**config.mk**
```make
export PLATFORM = sky130hd
export DESIGN_NAME = result_wb_arbiter
export DESIGN_NICKNAME = d
export VERILOG_FILES = /design/src/rtl/result_wb_arbiter.sv
export SDC_FILE = /design/constraint.sdc
export NUM_CORES = 1
export LEC_CHECK = 0
export ABC_AREA = 1
export CORE_AREA = 2 2 108 110
export CTS_BUF_LIST = sky130_fd_sc_hd__clkbuf_16
export DETAILED_ROUTE_END_ITERATION = 10
export DIE_AREA = 0 0 110 112
export GPL_TIMING_DRIVEN = 0
export MAX_ROUTING_LAYER = met4
export PLACE_DENSITY = 0.81
export REMOVE_ABC_BUFFERS = 1
export SETUP_SLACK_MARGIN = 0.3
export SYNTH_ARGS = -nofsm -noshare
export SYNTH_HDL_FRONTEND = slang
export SYNTH_SLANG_ARGS = --single-unit
```
**constraint.sdc**
```tcl
create_clock -name clk_iCLK -period 5.1 [get_ports clk_iCLK]
set_clock_uncertainty 0.15 [all_clocks]
set_input_delay 1.02 -clock clk_iCLK [delete_from_list [all_inputs] [get_ports clk_iCLK]]
set_output_delay 1.02 -clock clk_iCLK [all_outputs]
set_load 0.02 [all_outputs]
```
**src/rtl/result_wb_arbiter.sv**
```systemverilog
// Round-robin write-back arbiter: grants one engine per transaction, captures its
// result word and turns it into a registered frame-buffer write with pixel/frame tracking.
module result_wb_arbiter #(
  parameter int unsigned NUM_PROC = 12,
  parameter int unsigned H_RES    = 640,
  parameter int unsigned V_RES    = 480,
  parameter int unsigned ADDR_W   = 19
) (
  input  logic                clk_iCLK,
  input  logic                reset,
  input  logic                wb_enable,
  input  logic [NUM_PROC-1:0] engine_req,
  output logic [NUM_PROC-1:0] req_ack,
  input  logic [26:0]         eng_word,
  output logic                wr_en,
  output logic [ADDR_W-1:0]   wr_addr,
  output logic [7:0]          wr_data,
  output logic [ADDR_W-1:0]   pix_count,
  output logic                frame_done,
  output logic                err_range
);

  localparam int unsigned IDX_W     = (NUM_PROC > 1) ? $clog2(NUM_PROC) : 1;
  localparam int unsigned FRAME_PIX = H_RES * V_RES;
  localparam logic [ADDR_W-1:0] LAST_PIX = ADDR_W'(FRAME_PIX - 1);
  localparam logic [IDX_W-1:0]  LAST_IDX = IDX_W'(NUM_PROC - 1);

  typedef enum logic [1:0] {S_IDLE, S_GRANT, S_RELEASE} state_e;

  typedef struct packed {
    logic [9:0] x;
    logic [8:0] y;
    logic [7:0] iter;
  } result_t;

  state_e              state_q, state_d;
  logic [IDX_W-1:0]    last_q, last_d;
  logic [IDX_W-1:0]    win_q, win_d;
  logic [NUM_PROC-1:0] ack_q, ack_d;
  logic                wr_en_q, wr_en_d;
  logic [ADDR_W-1:0]   addr_q, addr_d;
  logic [7:0]          data_q, data_d;
  logic [ADDR_W-1:0]   pix_q, pix_d;
  logic                wrap_q, wrap_d;
  logic                fd_q, fd_d;
  logic                err_q, err_d;

  logic                found_c;
  logic [IDX_W-1:0]    pick_c;
  logic [IDX_W-1:0]    idx_c;
  result_t             word_c;
  logic                in_range_c;
  logic [ADDR_W-1:0]   addr_c;

  // x + y*H_RES as a sum of shifted copies of y, one per set bit of H_RES
  function automatic logic [ADDR_W-1:0] lin_addr(input logic [9:0] x, input logic [8:0] y);
    logic [ADDR_W-1:0] acc;
    acc = ADDR_W'(x);
    for (int i = 0; i < 32; i++) begin
      if (H_RES[i]) acc = acc + (ADDR_W'(y) << i);
    end
    return acc;
  endfunction

  // Rotating search starting one past the last served engine
  always_comb begin
    found_c = 1'b0;
    pick_c  = last_q;
    idx_c   = '0;
    for (int unsigned k = 1; k <= NUM_PROC; k++) begin
      idx_c = IDX_W'((32'(last_q) + k) % NUM_PROC);
      if (!found_c && engine_req[idx_c]) begin
        found_c = 1'b1;
        pick_c  = idx_c;
      end
    end
  end

  always_ff @(posedge clk_iCLK) begin
    if (reset) begin
      state_q <= S_IDLE;
      last_q  <= LAST_IDX;
      win_q   <= '0;
      ack_q   <= '0;
      wr_en_q <= 1'b0;
      addr_q  <= '0;
      data_q  <= '0;
      pix_q   <= '0;
      wrap_q  <= 1'b0;
      fd_q    <= 1'b0;
      err_q   <= 1'b0;
    end else begin
      state_q <= state_d;
      last_q  <= last_d;
      win_q   <= win_d;
      ack_q   <= ack_d;
      wr_en_q <= wr_en_d;
      addr_q  <= addr_d;
      data_q  <= data_d;
      pix_q   <= pix_d;
      wrap_q  <= wrap_d;
      fd_q    <= fd_d;
      err_q   <= err_d;
    end
  end

  always_comb begin
    state_d    = state_q;
    last_d     = last_q;
    win_d      = win_q;
    ack_d      = '0;
    wr_en_d    = 1'b0;
    addr_d     = addr_q;
    data_d     = data_q;
    pix_d      = pix_q;
    wrap_d     = 1'b0;
    fd_d       = wrap_q;
    err_d      = err_q;
    word_c     = result_t'(eng_word);
    in_range_c = (32'(word_c.x) < H_RES) && (32'(word_c.y) < V_RES);
    addr_c     = lin_addr(word_c.x, word_c.y);

    unique case (state_q)
      S_IDLE: begin
        if (wb_enable && found_c) begin
          state_d       = S_GRANT;
          win_d         = pick_c;
          ack_d[pick_c] = 1'b1;
        end
      end
      S_GRANT: begin
        // Transaction completes regardless of wb_enable once granted
        state_d = S_RELEASE;
        last_d  = win_q;
        if (in_range_c) begin
          wr_en_d = 1'b1;
          addr_d  = addr_c;
          data_d  = word_c.iter;
          wrap_d  = (pix_q == LAST_PIX);
          pix_d   = (pix_q == LAST_PIX) ? '0 : pix_q + ADDR_W'(1);
        end else begin
          err_d = 1'b1;
        end
      end
      S_RELEASE: state_d = S_IDLE;
      default:   state_d = S_IDLE;
    endcase
  end

  assign req_ack    = ack_q;
  assign wr_en      = wr_en_q;
  assign wr_addr    = addr_q;
  assign wr_data    = data_q;
  assign pix_count  = pix_q;
  assign frame_done = fd_q;
  assign err_range  = err_q;

endmodule

```
==> flow_metrics.py <==
metrics = {
    "yosys": {
        "postSynthCellCount": 888,
        "async_reset_ff_frac": 0,
        "ys_types": 55,
        "ys.flop_type": "dfxtp_1",
        "yosysTopAreaCell": "dfxtp_1",
        "synth.avg_cell_area_um2": 6.69,
        "yosys_register_bits": 72,
        "synth_edf_count": 0,
        "yosys-top-cells-area": "dfxtp_1, nand2_1, ha_1, inv_1, o21ai_0",
        "syn_area_um2": 5940,
        "yosysTopAreaCellShare": 0.242,
        "synth-seq-area-share": 0.242,
        "ys_warn_count": 0,
    },
    "clocking": {
        "cts_buffer_depth": 2,
        "clkTransAtPathRegs_ns": 0.06,
        "cts_buffers": 9,
        "htreeDepth": 3,
        "clock-sinks": 72,
        "cts_hold_buf": 0,
        "insertion_delay_ns": 0.34,
        "postCtsSetupBuffers": 0,
        "cts-root-buf": "clkbuf_16",
        "cts_tree": "done",
    },
    "grt": {
        "grt_max_degree": 36,
        "grt-ovfl-total": 0,
        "grtUsageTotal": 0.259,
        "grt_pass1_vias": 5526,
        "antenna_found_initial": 0,
        "grt_first_pass_wirelength_um": 24800,
    },
    "pwr": {
        "total_power_w": 0.00269,
        "powerDensity_nw_per_um2": 366,
        "ir_drop_mv": 0.273,
        "cellLeakagePower_nw": 3.41,
    },
    "floorplan": {
        "die_x_um": 110,
        "die_h_um": 112,
        "num_rows": 39,
        "initial_core_util": 0.532,
        "core-area_um2": 11200,
        "die-area_um2": 12300,
        "ios": 103,
    },
    "routing": {
        "drc_errors": 0,
        "wl_per_cell_um": 13.4,
        "drtIter0Drc": 331,
        "drt_pass1_iterations": 5,
        "ant_nets": 0,
        "vias_per_cell": 5.22,
        "vias": 5892,
        "routed_wl_um": 15200,
    },
    "placed_design": {
        "io_buffer_count": 102,
        "dp_cells": 1111,
        "place.gp.congestion": 0.991,
        "dpl.hpwl_um": 11400,
        "placed_area_um2": 7030,
    },
    "critical_path": {
        "worstSetupPathType": "flop to flop",
        "arrival_ns": 4.51,
        "cp_max_fo": 19,
        "endpoint_kind": "flop",
        "critPathRequiredTime_ns": 5.22,
        "startpoint_type": "flop",
    },
    "cells_and_area": {
        "final_cells": 1128,
        "final_cell_mix": "nand2_1, inv_1, clkdlybuf4s50_1",
        "final_common_cell": "nand2_1",
        "n_antenna_cell": 0,
        "stdcell_area_um2": 7360,
        "nets": 1074,
        "drive_gt1_frac": 0.117,
        "area_delta_synth_final_pct": 23.7,
    },
    "timing": {
        "hold_violations": 0,
        "max_freq_mhz": 228,
        "max_slew_margin": 0.325,
        "finalMaxSlewViolations": 0,
        "finalSetupViolations": 0,
        "final.min_clock_period_ns": 4.39,
        "fin_crit_sh": 0.861,
        "rsz0062_at_grt": "false",
        "worst_pin_slew_ns": 1.01,
        "tns_ns": 0,
    },
    "flow_run": {
        "maxCapViolations": 0,
    },
    "status": {
        "outcome": "finished clean",
    },
    "min_path": {
        "worstHoldPathType": "flop to flop",
    },
}
## layout make-up
type	count	area, µm²
clock buffers	9	225
clock inverters	7	63.8
fillers	969	3820
inverters	148	566
multi-input cells	647	3850
flip-flops and latches	72	1450
well taps	143	179
repair buffers	102	1020
## sequential cells by signal, indices dropped and copies added (netlist names)
name / flops
err_range: 1
wr_en: 1
fd_d: 1
win_q: 4
wr_addr: 19
state_q: 2
pix_count: 19
req_ack: 12
wr_data: 8
last_q: 4
frame_done: 1
## layer usage
metal	vias up	global-route usage	wire, µm
li1	3039	-	-
met1	2665	0.301	6470
met2	157	0.424	7140
met3	31	0.0761	1200
met4	0	0.0819	363
met5	-	-	0
## stage by stage
stage	utilization	hold slack (ns)	setup WS, ns
2_1_floorplan	-	0.238	1.01
3_3_place_gp	0.629	0.242	-0.444
3_5_place_dp	0.629	0.253	-0.446
4_1_cts	0.655	0.263	0.306
5_1_grt	0.658	0.284	0.358
6_report	0.658	0.258	0.708
## final timing paths
kind / from / to / slack (ns) / cells after the start
max: last_q[1] / req_ack[9] / 0.71 / 24
min: fd_d / frame_done / 0.26 / 2
max reg2reg: last_q[1] / req_ack[9] / 0.71 / 24
min reg2reg: fd_d / frame_done / 0.26 / 2
## power breakdown
part	switching, W	internal (W)
Combinational	0.000946	0.000494
Sequential	0.0000366	0.000609
Clock	0.000264	0.000340
Total	0.00125	0.00144
## worst max-delay path, stage by stage, from the launching register on
cell and delay (ns):
dfxtp_4 0.40, inv_2 0.28, ha_2 0.42, inv_1 0.18
nand3_1 0.14, nand3_1 0.08, o21ai_1 0.08, ha_1 0.19
a21oi_2 0.21, nand2_2 0.11, nand2_1 0.09, nand2_2 0.10
nand2_1 0.08, nand3_1 0.11, nand2_4 0.14, nand4_4 0.14
nor3_4 0.24, nand4_2 0.22, inv_1 0.19, nand2_1 0.09
nand3_1 0.10, nand2_1 0.07, nor2_1 0.16, nand3_1 0.17
nor3_2 0.17
## kinds of logic after synthesis
group,synth area share
fa+ha+maj,0.112
compound gates,0.147
xor+xnor,0.0373
mux,0.00168
flops,0.242
buf+inv,0.114
simple gates,0.345
## cell usage after synthesis (3+ instances only)
cell type / n
nand2_1: 178
inv_1: 128
nor2_1: 91
dfxtp_1: 72
o21ai_0: 69
nand3_1: 58
ha_1: 50
a21oi_1: 38
nand2_2: 17
inv_2: 16
nor3_1: 14
clkbuf_1: 13
o21ai_1: 13
xor2_1: 11
nand3_2: 9
nand4_1: 9
nor3b_1: 8
nand2_4: 7
o21ai_2: 7
o21a_1: 6
or2_2: 5
xnor2_1: 5
buf_2: 4
nor2_2: 4
nor2_4: 4
nor3_2: 4
a31oi_1: 3
buf_4: 3
clkinv_1: 3
o211ai_1: 3
o22ai_1: 3
xor2_2: 3
## timing repair
item,CTS,global route
cloned,0,1
gates resized for setup,3,9
setup endpoints to repair,19,20
pin swaps,0,1
Power figures use the tool's default switching activity.
